### src/rtl/slave_reg_arbiter.sv
// -----------------------------------------------------------------------------
// slave_reg_arbiter
//   Two-master arbiter in front of the single register port of the threshold
//   register block. Master 0 is the host CPU bridge, master 1 the
//   init/calibration sequencer. Each access is latched at grant, issued as a
//   one-cycle slave strobe, waits out the slave read latency (RD_LAT cycles)
//   and is completed with a one-cycle ack to the granted master.
//   Per-access timing: IDLE (T) -> ACCESS (T+1) -> WAIT x RD_LAT -> ACK.
//
// Build option:
//   ARB_FIXED_PRIO_EN  defined  : fixed priority, m0 wins ties, no RR pointer
//                      undefined: round-robin between the two masters
//
// Ports:
//   clk, rst                  clock, asynchronous active-high reset
//   mN_req/wr/addr/wrdata     master N request (level, held until mN_ack)
//   mN_ack                    one-cycle completion pulse
//   mN_rddata                 last read result of master N
//   slave_addr/wr/rd/wrdata   register block access port
//   slave_rddata              register block read data (RD_LAT after strobe)
//   grant                     one-hot current owner, 00 when idle
//   busy                      high whenever the FSM is not IDLE
// -----------------------------------------------------------------------------
module slave_reg_arbiter #(
    parameter int unsigned ADDR_W = 4,
    parameter int unsigned DATA_W = 32,
    parameter int unsigned RD_LAT = 1
) (
    input  logic              clk,
    input  logic              rst,

    input  logic              m0_req,
    input  logic              m0_wr,
    input  logic [ADDR_W-1:0] m0_addr,
    input  logic [DATA_W-1:0] m0_wrdata,
    output logic              m0_ack,
    output logic [DATA_W-1:0] m0_rddata,

    input  logic              m1_req,
    input  logic              m1_wr,
    input  logic [ADDR_W-1:0] m1_addr,
    input  logic [DATA_W-1:0] m1_wrdata,
    output logic              m1_ack,
    output logic [DATA_W-1:0] m1_rddata,

    output logic [ADDR_W-1:0] slave_addr,
    output logic              slave_wr,
    output logic              slave_rd,
    output logic [DATA_W-1:0] slave_wrdata,
    input  logic [DATA_W-1:0] slave_rddata,

    output logic [1:0]        grant,
    output logic              busy
);

    // RD_LAT is legal in 1..4, so a 3-bit down-counter is enough.
    localparam int unsigned CNT_W = 3;
    localparam logic [CNT_W-1:0] CNT_LOAD = CNT_W'(RD_LAT);
    localparam logic [CNT_W-1:0] CNT_LAST = CNT_W'(1);

    typedef enum logic [1:0] {
        IDLE   = 2'd0,
        ACCESS = 2'd1,
        WAIT   = 2'd2,
        ACK    = 2'd3
    } state_t;

    state_t            state_q, state_d;
    logic [CNT_W-1:0]  cnt_q, cnt_d;
    logic              wr_q, wr_d;          // latched direction of current access
    logic              owner_q, owner_d;    // 0 = m0, 1 = m1

    logic [ADDR_W-1:0] slave_addr_d;
    logic [DATA_W-1:0] slave_wrdata_d;
    logic              slave_wr_d, slave_rd_d;
    logic [1:0]        grant_d;
    logic              busy_d;
    logic              m0_ack_d, m1_ack_d;
    logic [DATA_W-1:0] m0_rddata_d, m1_rddata_d;

    logic              any_req;
    logic              pick_m1;             // arbitration winner when any_req

    assign any_req = m0_req | m1_req;

`ifdef ARB_FIXED_PRIO_EN
    // Fixed priority: m1 only wins when m0 is not asking.
    assign pick_m1 = ~m0_req;
`else
    // Round-robin pointer: 1 means m1 is preferred on the next tie.
    logic prio_m1_q, prio_m1_d;

    assign pick_m1 = m1_req & (~m0_req | prio_m1_q);

    // Pointer moves away from whoever is granted, on every grant.
    always_comb begin
        prio_m1_d = prio_m1_q;
        if (state_q == IDLE && any_req) begin
            prio_m1_d = ~pick_m1;
        end
    end

    // Reset favours m0 first.
    always_ff @(posedge clk or posedge rst) begin
        if (rst) begin
            prio_m1_q <= 1'b0;
        end else begin
            prio_m1_q <= prio_m1_d;
        end
    end
`endif

    // Next-state and next-output logic; all outputs are registered.
    always_comb begin
        state_d        = state_q;
        cnt_d          = cnt_q;
        wr_d           = wr_q;
        owner_d        = owner_q;
        slave_addr_d   = slave_addr;
        slave_wrdata_d = slave_wrdata;
        slave_wr_d     = 1'b0;
        slave_rd_d     = 1'b0;
        grant_d        = grant;
        m0_ack_d       = 1'b0;
        m1_ack_d       = 1'b0;
        m0_rddata_d    = m0_rddata;
        m1_rddata_d    = m1_rddata;

        unique case (state_q)
            IDLE: begin
                if (any_req) begin
                    // Latch the winner's request; master changes after this are ignored.
                    owner_d        = pick_m1;
                    wr_d           = pick_m1 ? m1_wr     : m0_wr;
                    slave_addr_d   = pick_m1 ? m1_addr   : m0_addr;
                    slave_wrdata_d = pick_m1 ? m1_wrdata : m0_wrdata;
                    slave_wr_d     = wr_d;
                    slave_rd_d     = ~wr_d;
                    grant_d        = pick_m1 ? 2'b10 : 2'b01;
                    state_d        = ACCESS;
                end
            end

            ACCESS: begin
                cnt_d   = CNT_LOAD;
                state_d = WAIT;
            end

            WAIT: begin
                if (cnt_q == CNT_LAST) begin
                    // Read data is only valid in the last wait cycle.
                    if (!wr_q) begin
                        if (owner_q) begin
                            m1_rddata_d = slave_rddata;
                        end else begin
                            m0_rddata_d = slave_rddata;
                        end
                    end
                    m0_ack_d = ~owner_q;
                    m1_ack_d = owner_q;
                    state_d  = ACK;
                end else begin
                    cnt_d = cnt_q - CNT_LAST;
                end
            end

            ACK: begin
                grant_d = 2'b00;
                state_d = IDLE;
            end

            default: begin
                grant_d = 2'b00;
                state_d = IDLE;
            end
        endcase

        busy_d = (state_d != IDLE);
    end

    // State and output registers; reset aborts any access in flight.
    always_ff @(posedge clk or posedge rst) begin
        if (rst) begin
            state_q      <= IDLE;
            cnt_q        <= '0;
            wr_q         <= 1'b0;
            owner_q      <= 1'b0;
            slave_addr   <= '0;
            slave_wrdata <= '0;
            slave_wr     <= 1'b0;
            slave_rd     <= 1'b0;
            grant        <= 2'b00;
            busy         <= 1'b0;
            m0_ack       <= 1'b0;
            m1_ack       <= 1'b0;
            m0_rddata    <= '0;
            m1_rddata    <= '0;
        end else begin
            state_q      <= state_d;
            cnt_q        <= cnt_d;
            wr_q         <= wr_d;
            owner_q      <= owner_d;
            slave_addr   <= slave_addr_d;
            slave_wrdata <= slave_wrdata_d;
            slave_wr     <= slave_wr_d;
            slave_rd     <= slave_rd_d;
            grant        <= grant_d;
            busy         <= busy_d;
            m0_ack       <= m0_ack_d;
            m1_ack       <= m1_ack_d;
            m0_rddata    <= m0_rddata_d;
            m1_rddata    <= m1_rddata_d;
        end
    end

endmodule
### config.mk
export PLATFORM = sky130hd
export DESIGN_NAME = slave_reg_arbiter
export DESIGN_NICKNAME = d
export VERILOG_FILES = /design/src/rtl/slave_reg_arbiter.sv
export SDC_FILE = /design/constraint.sdc
export NUM_CORES = 1
export LEC_CHECK = 0
export ABC_AREA = 1
export BUFFER_PORTS_ARGS = -buffer_cell sky130_fd_sc_hd__buf_2
export CAP_MARGIN = 20
export CORE_MARGIN = 2
export CORE_UTILIZATION = 48
export CTS_CLUSTER_SIZE = 24
export DETAILED_ROUTE_END_ITERATION = 12
export PLACE_DENSITY = 0.8
export SKIP_LAST_GASP = 1
export SYNTH_ARGS = -nofsm -noshare
export SYNTH_HDL_FRONTEND = slang
export SYNTH_SLANG_ARGS = --single-unit
### constraint.sdc
create_clock -name clk -period 5.7 [get_ports clk]
set_clock_uncertainty 0.2 [all_clocks]
set_input_delay 1.14 -clock clk [delete_from_list [all_inputs] [get_ports clk]]
set_output_delay 1.14 -clock clk [all_outputs]
set_load 0.005 [all_outputs]
== Yosys cells after proc, flatten, opt, wreduce, memory -nomap -nowiden ==
Cells that the tools add are included.

* Add/sub/neg operators: 1
* Eq/ne operators: 6
* Multiplexer cells: 19
* Bitwise operators: 8
* Reductions and logical operators: 10

{| class="wikitable"
|+ Operators with widths
! operator !! number
|-
| 32-bit two-way mux || 1
|-
| 1-bit two-way mux || 9
|-
| 2-bit two-way mux || 4
|-
| 2-bit case mux with 4 select lines || 1
|-
| 4-bit AND reduction || 2
|-
| 3-bit case mux with 2 select lines || 1
|-
| 2-bit AND reduction || 3
|-
| 2-bit nonzero test || 3
|-
| 1-bit inverter || 5
|-
| 2-bit equality test (second input constant) || 2
|-
| 4-bit two-way mux || 1
|-
| 2-bit inequality test (second input constant) || 2
|-
| 2-bit case mux with 2 select lines || 1
|-
| 3-bit by 1-bit equality test with 1-bit output (second input constant) || 1
|-
| 3-bit two-way mux || 1
|-
| 3-bit by 1-bit subtractor with 3-bit output (second input constant) || 1
|-
| 2-bit by 1-bit equality test with 1-bit output (second input constant) || 1
|-
| 2-bit logical NOT || 1
|-
| 1-bit OR || 2
|-
| 1-bit bitwise AND || 1
|-
| 1-bit logical AND || 1
|}

* Register bits after elaboration: 115
* Bits of input ports: 110
* Output and inout port bits: 107
* Logic and storage cells: 59

== Logic depth before layout (Yosys ltp) ==
* Word-level depth: 7
* Mapped depth: 8
* Gate-level depth less buffers: 8

== Worst setup path after synthesis ==
Ideal clock, no wire load.

* Kind: in2reg
* Start: input port m0_req
* End: register slave_wrdata[10]
* Library setup time: 0.125 ns
* Arrival time: 1.716 ns
* Data required time: 5.375 ns
* Setup slack: 3.659 ns
* Cell stages on the path: 6
* Path buffers: 2
* Cell sequence: nand2_1 -> nand2_1 -> buf_4 -> buf_2 -> nand3_1 -> nand3_1

* Word-level cells in the longest chain between the ends: 4
* Elaborated cells on any way between the ends: 6
* Those cells by class: mux: 1; bitwise: 4; reduce/logical: 1

{| class="wikitable"
|+ Ends and longest elaborated chain
! what !! line !! text
|-
| start, declared || 32 || <nowiki>input logic m0_req,</nowiki>
|-
| 1-bit inverter || 93 || <nowiki>assign pick_m1 = m1_req & (~m0_req | prio_m1_q);</nowiki>
|-
| 1-bit OR || 93 ||
|-
| 1-bit bitwise AND || 93 ||
|-
| 32-bit two-way mux || 136 || <nowiki>slave_wrdata_d = pick_m1 ? m1_wrdata : m0_wrdata;</nowiki>
|-
| end signal, assigned || 204 || <nowiki>slave_wrdata <= slave_wrdata_d;</nowiki>
|-
| end, declared || 49 || <nowiki>output logic [DATA_W-1:0] slave_wrdata,</nowiki>
|}

Several ways; a longest one is shown, not always the timed one.
A chain may end at the register's enable or synchronous reset.

== Final worst setup path ==
* Start: input port m1_req
* End: register slave_wrdata[0]

* Word-level cells in the longest chain between the ends: 2
* Elaborated cells on any way between the ends: 4
* Those cells by class: mux: 1; bitwise: 2; reduce/logical: 1

{| class="wikitable"
|+ Ends and longest elaborated chain
! what !! line !! text
|-
| start, declared || 39 || <nowiki>input logic m1_req,</nowiki>
|-
| 1-bit bitwise AND or 1-bit OR (tied branches) || 93, 84 ||
|-
| 32-bit two-way mux or 2-bit AND reduction (tied branches) || - ||
|}

Several ways; a longest one is shown, not always the timed one.

==> results.yml <==
critical_path:
  r2r_slack_ns: 3.20
  crit_path_cell_trace: "buf_2, nand2_1, buf_8, nand3_1, nand3_1"
  crit_buf_inv: 2
  start_kind: "input pin"
  timing.critical_path.mode_cell: "nand3_1"
  required_ns: 5.88
  crit_cells: 5
  reg2regPathDepth: 7
  cp-endpoint: "slave_wrdata[0]"
  startpoint: "m1_req"
  path_class: "input pin to flop"
  slowest_stage: "nand2_1"
  r2r-start: "state_q[0]"
  r2r-end: "m0_rddata[13]"
  worstPathArrival_ns: 2.89
  cp-end-kind: "flop"
  cpPeakStageDelay_ns: 0.63
  crit_family: "buffers and inverters"
  crit_fanout: 41
sta:
  max_freq_mhz: 369
  slew_viol_final: 0
  period_share_pct: 47.5
  setup_violations: 0
  finalHoldViolCount: 0
  fin_tns_setup_ns: 0
  worst_pin_slew_ns: 1.03
  layout_min_cycle_time_ns: 2.71
  max_slew_margin_pct: 31.1
  rsz0062_at_grt: "no"
synthesis:
  synth_top_area_share_pct: 55.5
  ys_types: 26
  synth_area_sq_mm: 0.00519
  synthesis.nets: 641
  synth_seq_area_share_pct: 55.5
  ys_ff_latch: 115
  synth_warnings: 0
  yosysTopAreaCell: "dfrtp_1"
  synth.area.top_cells: "dfrtp_1 (55%), o21ai_2 (9.8%), nand3_1 (7.6%)"
  avgSynthCellArea_sq_um: 9.88
  postSynthCellCount: 525
route:
  num_vias: 4631
  drt_iter0_drc: 383
  drc_errors: 0
  first_pass_iters: 8
  drtAntennaViolNets: 0
  wl_per_cell_um: 15.2
  routed_via_density: 5.27
  wl_mm: 13.4
power:
  power_frac_seq_pct: 35.7
  pwr-share-comb_pct: 37.2
  worst_ir_drop_vdd_mv: 0.249
  p_int_mw: 2.60
  power.leakage_nw: 3.68
  p_sw_share_pct: 35.8
  clockPowerShare_pct: 27.1
  p_sw_mw: 1.45
  power_density_mw_per_mm2: 590
floorplan:
  die_h_um: 108
  fp.dieW_um: 108
  start_util_pct: 49.8
  coreArea_sq_mm: 0.0104
  dieArea_sq_mm: 0.0117
  io_pins: 217
  rows: 37
finish:
  mostFrequentLayoutCell: "buf_2"
  fillers: 837
  diodes: 0
  drive_gt1_share_pct: 45.4
  final_nets: 846
  multi_input_area_sq_mm: 0.00187
  regArea_sq_mm: 0.00288
  syn_to_final_growth_pct: 32.2
  final_cell_mix: "buf_2 (216), dfrtp_1 (115), nand2_1 (102)"
  final_util_pct: 65.8
worst_hold_path:
  holdCritPathClass: "flop to flop"
  whs_path_depth: 2
  worstHoldStart: "m0_rddata[7]"
global_route:
  antenna_found_initial: 0
  grt_pass1_wl_mm: 21.4
  grt_max_degree: 79
  grt_pass1_vias: 4512
  grt_usage_pct: 23.5
  gr-total-overflow: 0
cts:
  tritoncts: "yes"
  cts.sinks: 115
  htree_levels: 4
  cts_root_buf: "clkbuf_8"
  clock_path_buffers: 2
  cts_setup_buffers: 0
  cts_resized: 0
  clk_latency_ns: 0.51
  postCtsHoldBufs: 0
  clk_pin_slew_ns: 0.05
  cts_inserted_buffers: 17
place:
  dp_hpwl_mm: 9.12
  port_buffers: 216
  gp_congestion: 0.828
flow_run:
  max_cap_violations: 0
outcome:
  status: "finished, final reports clean"
## power groups by stage
stage	Sequential [mW]	Clock (mW)	Combinational (mW)
after floorplan	1.46	0	0.924
after global placement	1.43	0	1.45
after detailed placement	1.44	0	1.51
after CTS	1.44	1.12	1.52
after global routing	1.48	1.16	1.69
final	1.44	1.10	1.50
## how the worst min path moves through the flow
| stage | slack [ns] | to |
|---|---|---|
| global route | 0.29 | m0_rddata[10] |
| global placement | 0.26 | m0_rddata[14] |
| floorplan | 0.24 | cnt_q[1] |
| CTS | 0.28 | m0_rddata[8] |
| finish | 0.27 | m0_rddata[7] |
| detailed placement | 0.26 | m0_rddata[8] |
## through the flow
step	setup WS, ns	cells	hold slack, ns	total power [mW]	instance area, sq um
finish	2.99	878	0.274	4.04	6860
global route	2.86	878	0.290	4.33	6860
CTS	3.04	878	0.277	4.08	6860
detailed placement	2.49	847	0.263	2.95	6240
global placement	2.34	846	0.258	2.88	6230
floorplan	1.32	525	0.241	2.39	5190
## state kept, by name (all words and copies together) (netlist names)
| signal | flops |
|---|---|
| m0_ack | 1 |
| grant | 2 |
| slave_wrdata | 32 |
| cnt_q | 3 |
| prio_m1_q | 1 |
| state_q | 2 |
| wr_q | 1 |
| slave_addr | 4 |
| m0_rddata | 32 |
| busy | 1 |
| slave_wr | 1 |
| owner_q | 1 |
| m1_ack | 1 |
| m1_rddata | 32 |
| slave_rd | 1 |
## final cells by class
cell class | count | area share, %
inverters | 49 | 2.72
multi-input cells | 325 | 27.3
repair buffers | 222 | 16.5
clock inverters | 10 | 2.26
flip-flops and latches | 115 | 42.0
clock buffers | 21 | 6.70
well taps | 136 | 2.48
## cell usage after synthesis
library cell / instances
nor2_1: 4
nand2_1: 102
xnor2_1: 1
o21ai_2: 58
clkinv_1: 1
nand2_2: 18
o21ai_0: 4
a21oi_1: 1
buf_6: 11
or2_2: 1
nor2_2: 1
nand4_1: 36
clkbuf_1: 4
inv_1: 46
or2_1: 1
nor2_4: 2
ha_1: 6
nand3_4: 2
nand3b_1: 1
buf_2: 18
o22ai_1: 1
nand3_1: 79
buf_4: 3
dfrtp_1: 115
inv_2: 2
o21ai_1: 7
## logic make-up after synthesis
group,Yosys count,synth area share (%)
AOI/OAI and AO/OA,71,11.1
xor gates and xnor gates,1,0.169
adders and majority gates,6,1.45
buffers and inverters,85,8.40
DFF,115,55.5
and+or+nand+nor,247,23.4
## metal layers
layer  GRT usage (%)  routed length [um]  vias up
li1                -                   -     2153
met1            29.5                5310     2202
met2            37.3                6460      252
met3            7.66                1290       24
met4            10.3                 291        0
met5               0                   0        -
## tightest hold or removal path, cell delays in order (launching register included)
cell     delay, ns
dfrtp_1       0.33
nand2_1       0.06
o21ai_2       0.05
No activity file was read; power rests on OpenSTA's default activity.
